--- src/rtl/alu_pkg.sv ---
// Shared types and widths for the ALU operation sequencer and its command FIFO.
package alu_pkg;
    localparam int OPW  = 2;
    localparam int SELW = 2;
    localparam int ZW   = 4;

    typedef struct packed {
        logic [SELW-1:0] select;
        logic [OPW-1:0]  b;
        logic [OPW-1:0]  a;
    } alu_cmd_t;

    localparam int CMDW = $bits(alu_cmd_t);

    typedef enum logic [1:0] {
        IDLE   = 2'd0,
        SETTLE = 2'd1,
        RESULT = 2'd2
    } seq_state_t;

    // Counter width able to hold n-1; never narrower than one bit.
    function automatic int cnt_width(input int n);
        return (n > 1) ? $clog2(n) : 1;
    endfunction
endpackage

--- src/rtl/alu_op_sequencer_if.sv ---
// Command-in and result-out handshakes of the sequencer; master is the producer/consumer side.
interface alu_op_sequencer_if;
    import alu_pkg::*;

    logic            cmd_valid;
    logic            cmd_ready;
    logic [OPW-1:0]  cmd_a;
    logic [OPW-1:0]  cmd_b;
    logic [SELW-1:0] cmd_select;
    logic            res_valid;
    logic            res_ready;
    logic [ZW-1:0]   res_z;
    logic [SELW-1:0] res_select;

    modport master (
        output cmd_valid, cmd_a, cmd_b, cmd_select, res_ready,
        input  cmd_ready, res_valid, res_z, res_select
    );

    modport slave (
        input  cmd_valid, cmd_a, cmd_b, cmd_select, res_ready,
        output cmd_ready, res_valid, res_z, res_select
    );
endinterface

--- src/rtl/alu_cmd_fifo.sv ---
// Synchronous command FIFO; head entry is read combinationally from the read pointer.
module alu_cmd_fifo
    import alu_pkg::*;
#(
    parameter int DEPTH = 4
) (
    input  logic     clk,
    input  logic     reset,
    input  logic     push,
    input  alu_cmd_t wdata,
    input  logic     pop,
    output alu_cmd_t rdata,
    output logic     full,
    output logic     empty
);
    localparam int AW = $clog2(DEPTH);

    alu_cmd_t      mem_q [DEPTH];
    logic [AW-1:0] wr_ptr_q, wr_ptr_d;
    logic [AW-1:0] rd_ptr_q, rd_ptr_d;
    logic [AW:0]   count_q, count_d;
    logic          do_push, do_pop;

    always_comb begin
        do_push  = push && !full;
        do_pop   = pop && !empty;
        wr_ptr_d = wr_ptr_q + AW'(do_push);
        rd_ptr_d = rd_ptr_q + AW'(do_pop);
        count_d  = count_q + (AW+1)'(do_push) - (AW+1)'(do_pop);
    end

    always_ff @(posedge clk) begin
        if (reset) begin
            wr_ptr_q <= '0;
            rd_ptr_q <= '0;
            count_q  <= '0;
        end else begin
            wr_ptr_q <= wr_ptr_d;
            rd_ptr_q <= rd_ptr_d;
            count_q  <= count_d;
        end
    end

    // Storage carries no reset; the count alone decides what is valid.
    always_ff @(posedge clk) begin
        if (do_push) begin
            mem_q[wr_ptr_q] <= wdata;
        end
    end

    assign rdata = mem_q[rd_ptr_q];
    assign full  = (count_q == (AW+1)'(DEPTH));
    assign empty = (count_q == '0);
endmodule

--- src/rtl/alu_op_sequencer.sv ---
// Feeds buffered commands to an external combinational ALU one at a time, samples z after
// SETTLE cycles and hands the result out over a valid/ready handshake.
module alu_op_sequencer
    import alu_pkg::*;
#(
    parameter int DEPTH  = 4,
    parameter int SETTLE = 1
) (
    input  logic                clk,
    input  logic                reset,
    alu_op_sequencer_if.slave   bus,
    output logic [OPW-1:0]      alu_a,
    output logic [OPW-1:0]      alu_b,
    output logic [SELW-1:0]     alu_select,
    input  logic [ZW-1:0]       alu_z,
    output logic [7:0]          op_count,
    output logic                busy
);
    localparam int CW = cnt_width(SETTLE);

    seq_state_t      state_q, state_d;
    alu_cmd_t        op_q, op_d;
    logic [CW-1:0]   cnt_q, cnt_d;
    logic            res_valid_q, res_valid_d;
    logic [ZW-1:0]   res_z_q, res_z_d;
    logic [SELW-1:0] res_sel_q, res_sel_d;
    logic [7:0]      op_count_q, op_count_d;

    logic     push, pop, full, empty;
    alu_cmd_t head, wdata;

    assign bus.cmd_ready = !full && !reset;
    assign push          = bus.cmd_valid && bus.cmd_ready;
    assign wdata         = {bus.cmd_select, bus.cmd_b, bus.cmd_a};

    alu_cmd_fifo #(.DEPTH(DEPTH)) u_fifo (
        .clk   (clk),
        .reset (reset),
        .push  (push),
        .wdata (wdata),
        .pop   (pop),
        .rdata (head),
        .full  (full),
        .empty (empty)
    );

    always_comb begin
        state_d     = state_q;
        op_d        = op_q;
        cnt_d       = cnt_q;
        res_valid_d = res_valid_q;
        res_z_d     = res_z_q;
        res_sel_d   = res_sel_q;
        op_count_d  = op_count_q;
        pop         = 1'b0;
        case (state_q)
            IDLE: begin
                if (!empty) begin
                    pop     = 1'b1;
                    op_d    = head;
                    cnt_d   = CW'(SETTLE - 1);
                    state_d = alu_pkg::SETTLE;
                end
            end
            alu_pkg::SETTLE: begin
                if (cnt_q == '0) begin
                    res_z_d     = alu_z;
                    res_sel_d   = op_q.select;
                    res_valid_d = 1'b1;
                    state_d     = RESULT;
                end else begin
                    cnt_d = cnt_q - 1'b1;
                end
            end
            RESULT: begin
                // Handshake edge may immediately start the next command.
                if (bus.res_ready) begin
                    res_valid_d = 1'b0;
                    op_count_d  = op_count_q + 8'd1;
                    if (!empty) begin
                        pop     = 1'b1;
                        op_d    = head;
                        cnt_d   = CW'(SETTLE - 1);
                        state_d = alu_pkg::SETTLE;
                    end else begin
                        state_d = IDLE;
                    end
                end
            end
            default: state_d = IDLE;
        endcase
    end

    always_ff @(posedge clk) begin
        if (reset) begin
            state_q     <= IDLE;
            op_q        <= '0;
            cnt_q       <= '0;
            res_valid_q <= 1'b0;
            res_z_q     <= '0;
            res_sel_q   <= '0;
            op_count_q  <= '0;
        end else begin
            state_q     <= state_d;
            op_q        <= op_d;
            cnt_q       <= cnt_d;
            res_valid_q <= res_valid_d;
            res_z_q     <= res_z_d;
            res_sel_q   <= res_sel_d;
            op_count_q  <= op_count_d;
        end
    end

    assign alu_a          = op_q.a;
    assign alu_b          = op_q.b;
    assign alu_select     = op_q.select;
    assign bus.res_valid  = res_valid_q;
    assign bus.res_z      = res_z_q;
    assign bus.res_select = res_sel_q;
    assign op_count       = op_count_q;
    assign busy           = (state_q != IDLE) || !empty;
endmodule

--- src/flat_wrapper.sv ---
// flat-port wrapper written by rule: the top's interface ports become plain ports
module alu_op_sequencer_flat import alu_pkg::*;
#(
    parameter int DEPTH  = 4,
    parameter int SETTLE = 1
)
  (clk, reset, alu_a, alu_b, alu_select, alu_z, op_count, busy, bus_cmd_valid, bus_cmd_a, bus_cmd_b, bus_cmd_select, bus_res_ready, bus_cmd_ready, bus_res_valid, bus_res_z, bus_res_select);
  alu_op_sequencer_if bus_i ();
  input  logic clk;
  input  logic reset;
  output logic [OPW-1:0] alu_a;
  output logic [OPW-1:0] alu_b;
  output logic [SELW-1:0] alu_select;
  input  logic [ZW-1:0] alu_z;
  output logic [7:0] op_count;
  output logic busy;
  input wire logic [$bits(bus_i.cmd_valid)-1:0] bus_cmd_valid;
  input wire logic [$bits(bus_i.cmd_a)-1:0] bus_cmd_a;
  input wire logic [$bits(bus_i.cmd_b)-1:0] bus_cmd_b;
  input wire logic [$bits(bus_i.cmd_select)-1:0] bus_cmd_select;
  input wire logic [$bits(bus_i.res_ready)-1:0] bus_res_ready;
  output wire logic [$bits(bus_i.cmd_ready)-1:0] bus_cmd_ready;
  output wire logic [$bits(bus_i.res_valid)-1:0] bus_res_valid;
  output wire logic [$bits(bus_i.res_z)-1:0] bus_res_z;
  output wire logic [$bits(bus_i.res_select)-1:0] bus_res_select;
  assign bus_i.cmd_valid = bus_cmd_valid;
  assign bus_i.cmd_a = bus_cmd_a;
  assign bus_i.cmd_b = bus_cmd_b;
  assign bus_i.cmd_select = bus_cmd_select;
  assign bus_i.res_ready = bus_res_ready;
  assign bus_cmd_ready = bus_i.cmd_ready;
  assign bus_res_valid = bus_i.res_valid;
  assign bus_res_z = bus_i.res_z;
  assign bus_res_select = bus_i.res_select;
  alu_op_sequencer #(.DEPTH(DEPTH), .SETTLE(SETTLE)) u_core (.clk(clk), .reset(reset), .bus(bus_i), .alu_a(alu_a), .alu_b(alu_b), .alu_select(alu_select), .alu_z(alu_z), .op_count(op_count), .busy(busy));
endmodule
--- config.mk ---
export PLATFORM = sky130hd
export DESIGN_NAME = alu_op_sequencer_flat
export DESIGN_NICKNAME = d
export VERILOG_FILES = /design/src/rtl/alu_pkg.sv /design/src/rtl/alu_op_sequencer_if.sv /design/src/rtl/alu_cmd_fifo.sv /design/src/rtl/alu_op_sequencer.sv /design/src/flat_wrapper.sv
export SDC_FILE = /design/constraint.sdc
export NUM_CORES = 1
export LEC_CHECK = 0
export ABC_AREA = 1
export ABC_CLOCK_PERIOD_IN_PS = 4400
export CAP_MARGIN = 5
export CORE_ASPECT_RATIO = 0.75
export CORE_MARGIN = 3
export CORE_UTILIZATION = 56
export DETAILED_ROUTE_END_ITERATION = 10
export GPL_ROUTABILITY_DRIVEN = 0
export PLACE_DENSITY_LB_ADDON = 0.2
export REMOVE_ABC_BUFFERS = 1
export SYNTH_ARGS = -nofsm -noshare
export SYNTH_HDL_FRONTEND = slang
export SYNTH_SLANG_ARGS = --single-unit
--- constraint.sdc ---
create_clock -name clk -period 4.4 [get_ports clk]
set_clock_uncertainty 0.15 [all_clocks]
set_input_delay 0.88 -clock clk [delete_from_list [all_inputs] [get_ports clk]]
set_output_delay 0.88 -clock clk [all_outputs]
set_load 0.05 [all_outputs]
==> impl_results.md <==
* WL/cell at 12.8 µm
* WL final at 4270 µm
* Critical Path End Type: primary output
* Synth async-reset ratio at 0%
* Synth Area in Simple Gates at 21.0%
* Mux contribution to synthesized area at 0%
* Antenna Cells at 0
* Die X at 79.2 µm
* Layout cell share with drive strength beyond 1 at 7.45%
* CTS Buf Count at 5
* Placed Instance Area at 0.00266 mm²
* Grt total ovfl at 0
* Area delta synth->final at 21.8%
* Top cells by area, synth: edfxtp_1 32%, dfxtp_1 28%, nor2_1 6.7%
* Clock sinks at 55
* Synth Cell Area at 0.00225 mm²
* Peak supply drop at 422 µV
* Leak at 1.04 nW
* DRT iter0 DRCs at 80
* Final slew viol count at 0
* Slew of the pin with the lowest slew margin at 0.915 ns
* Post-synthesis sequential area ratio at 59.5%
* Die area at 0.00483 mm²
* Top-area cell type share of the netlist area at 32.0%
* EDFF count, synth at 24
* Largest net degree at the start of global routing at 27
* Post-synthesis compound-gate area fraction at 9.22%
* DRC viols at 0
* Worst EP arrival at 2.06 ns
* Fill cells at 295
* Antenna-violating nets left at 0
* Combinational family with the most area after synthesis: simple AND/OR/NAND/NOR gates
* PwrDens at 570 mW/mm²
* Final hold viol count at 0
* Adder-cell share of the synthesized area at 2.55%
* Htree depth at 2
* Post-synth top flop: dfxtp_1
* Setup crit start kind: input pin
* PortBufs at 36
* Row cnt at 19
* Die Y-Extent at 60.9 µm
* Number of synthesized register bits at 55
* Run status: finished clean
* Num ports at 37
* Core Region at 0.00376 mm²
* Post-Synthesis Cells at 243
* Via count at 1707
* Reg clk slew, reported paths at 0.09 ns
* Slew margin rel. at 38.5%
* Synth area leader: edfxtp_1
* Post-CTS Hold Buffers at 0
* Antenna violations before repair at 0
* Synth cell types at 27
* Non-Filler Instances at 334
* Max-cap viol count at 0
* Final worst-path cycle share at 70.2%
* RSZ-0062 raised after global routing: no
* WP data required at 3.37 ns
* Max Root-Sink Buffers at 2
* CTS root buf: clkbuf_8
* Fmax at 324 MHz
* Tmin final at 3.09 ns
* TritonRoute pass-1 iters at 4
* Final instance area at 0.00274 mm²
* Number of gates resized after cts at 0
* Clock Latency Late Sink at 0.31 ns
* Syn avg cell area at 9.27 µm²
* Final setup viols at 0
* Final TNS setup at 0 ns
* Global-route wire length before repair at 6860 µm
* Initial core utilization at 60.0%
* Synth Area in XOR/XNOR at 1.55%
* Final net count at 299
* Setup bufs post-CTS at 0
* Yosys warns at 0
* Total track usage at 18.7%
* CTS tree: done
* Crit path kind: input pin to primary output
* Vias in the first global route at 1470
* Vias per cell at 5.11
* HP Class: flop to flop
* Worst-path maximum fanout at 26
* Dpl cells at 326
* HPWL Detailed at 3030 µm
## worst max-delay path, stage by stage
cell and delay, ns:
clkdlybuf4s50_1 0.39, buf_4 0.22, a31oi_1 0.29, buf_4 0.26
## cells in the final DEF (no fill, tap or decap), drive strengths merged
master	n
a21oi	22
dfxtp	31
xnor2	1
clkdlybuf4s50	35
buf	2
fa	1
nor3	4
nand4	4
edfxtp	24
xor2	3
inv	30
clkbuf	6
nor2	42
clkinvlp	2
ha	3
o21a	1
or3	1
nand2	28
a31oi	1
and2	6
nand3	19
o21ai	16
## synth_stat cells, types with 2 or more instances
cell type	instances
o21ai_0	15
inv_1	24
buf_2	2
nand3_1	18
a21oi_1	21
dfxtp_1	31
xor2_1	3
nand2_1	26
nor2_1	40
edfxtp_1	24
clkbuf_1	4
nand4_1	4
ha_1	3
nand2_2	2
nor3_1	4
and2_1	6
inv_2	6
## sequential cells by signal (all words and copies together) (netlist names)
name / count
u_core.state_q: 2
u_core.op_count: 8
u_core.u_fifo.mem_q: 24
u_core.cnt_q: 1
u_core.bus.res_select: 2
u_core.alu_select: 2
u_core.alu_b: 2
u_core.u_fifo.count_q: 3
u_core.u_fifo.rd_ptr_q: 2
u_core.u_fifo.wr_ptr_q: 2
u_core.alu_a: 2
u_core.bus.res_valid: 1
u_core.bus.res_z: 4
## power breakdown
| group | internal, W | switching, W |
|---|---|---|
| Sequential | 0.000607 | 0.0000765 |
| Clock | 0.000111 | 0.000158 |
| Combinational | 0.000208 | 0.000405 |
## kinds of logic after synthesis
| group | after synthesis |
|---|---|
| buffers and inverters | 36 |
| xor gates and xnor gates | 4 |
| AOI/OAI and AO/OA | 40 |
| adders and majority gates | 4 |
| and+or+nand+nor | 104 |
| DFF | 55 |
## stage by stage
| step | hold WS (ns) | power, W | utilization (%) | setup slack, ns |
|---|---|---|---|---|
| after floorplan | 0.280 | 0.00111 | - | 1.06 |
| after global placement | 0.295 | 0.00129 | 70.8 | 1.22 |
| after detailed placement | 0.303 | 0.00131 | 70.8 | 1.07 |
| after CTS | 0.317 | 0.00157 | 73.1 | 1.31 |
| after global routing | 0.335 | 0.00167 | 73.1 | 1.21 |
| final | 0.314 | 0.00157 | 73.1 | 1.31 |
## layout make-up
class | instances | area [µm²] | share of cell area, %
clock buffers | 6 | 72.6 | 2.64
clock inverters | 2 | 12.5 | 0.456
inverters | 30 | 113 | 4.10
multi-input cells | 152 | 774 | 28.2
flip-flops and latches | 55 | 1340 | 48.9
well taps | 52 | 65.1 | 2.37
repair buffers | 37 | 365 | 13.3
## worst paths after layout
kind                             from                       end  slack, ns  depth (start not counted)
max reg2reg  u_core.u_fifo.count_q[1]  u_core.u_fifo.count_q[2]       2.14                         10
min reg2reg  u_core.bus.res_select[1]  u_core.bus.res_select[1]       0.31                          2
max                             reset             bus_cmd_ready       1.31                          4
min          u_core.bus.res_select[1]  u_core.bus.res_select[1]       0.31                          2
## routing by layer
layer  vias to the layer above  wire, µm  global-route usage (%)
li1                        880         -                       -
met1                       771      2130                    26.7
met2                        48      1830                    28.4
met3                         8       276                    5.49
met4                         0        40                    4.41
met5                         -         0                       0
(Power assumes the default switching activity.)
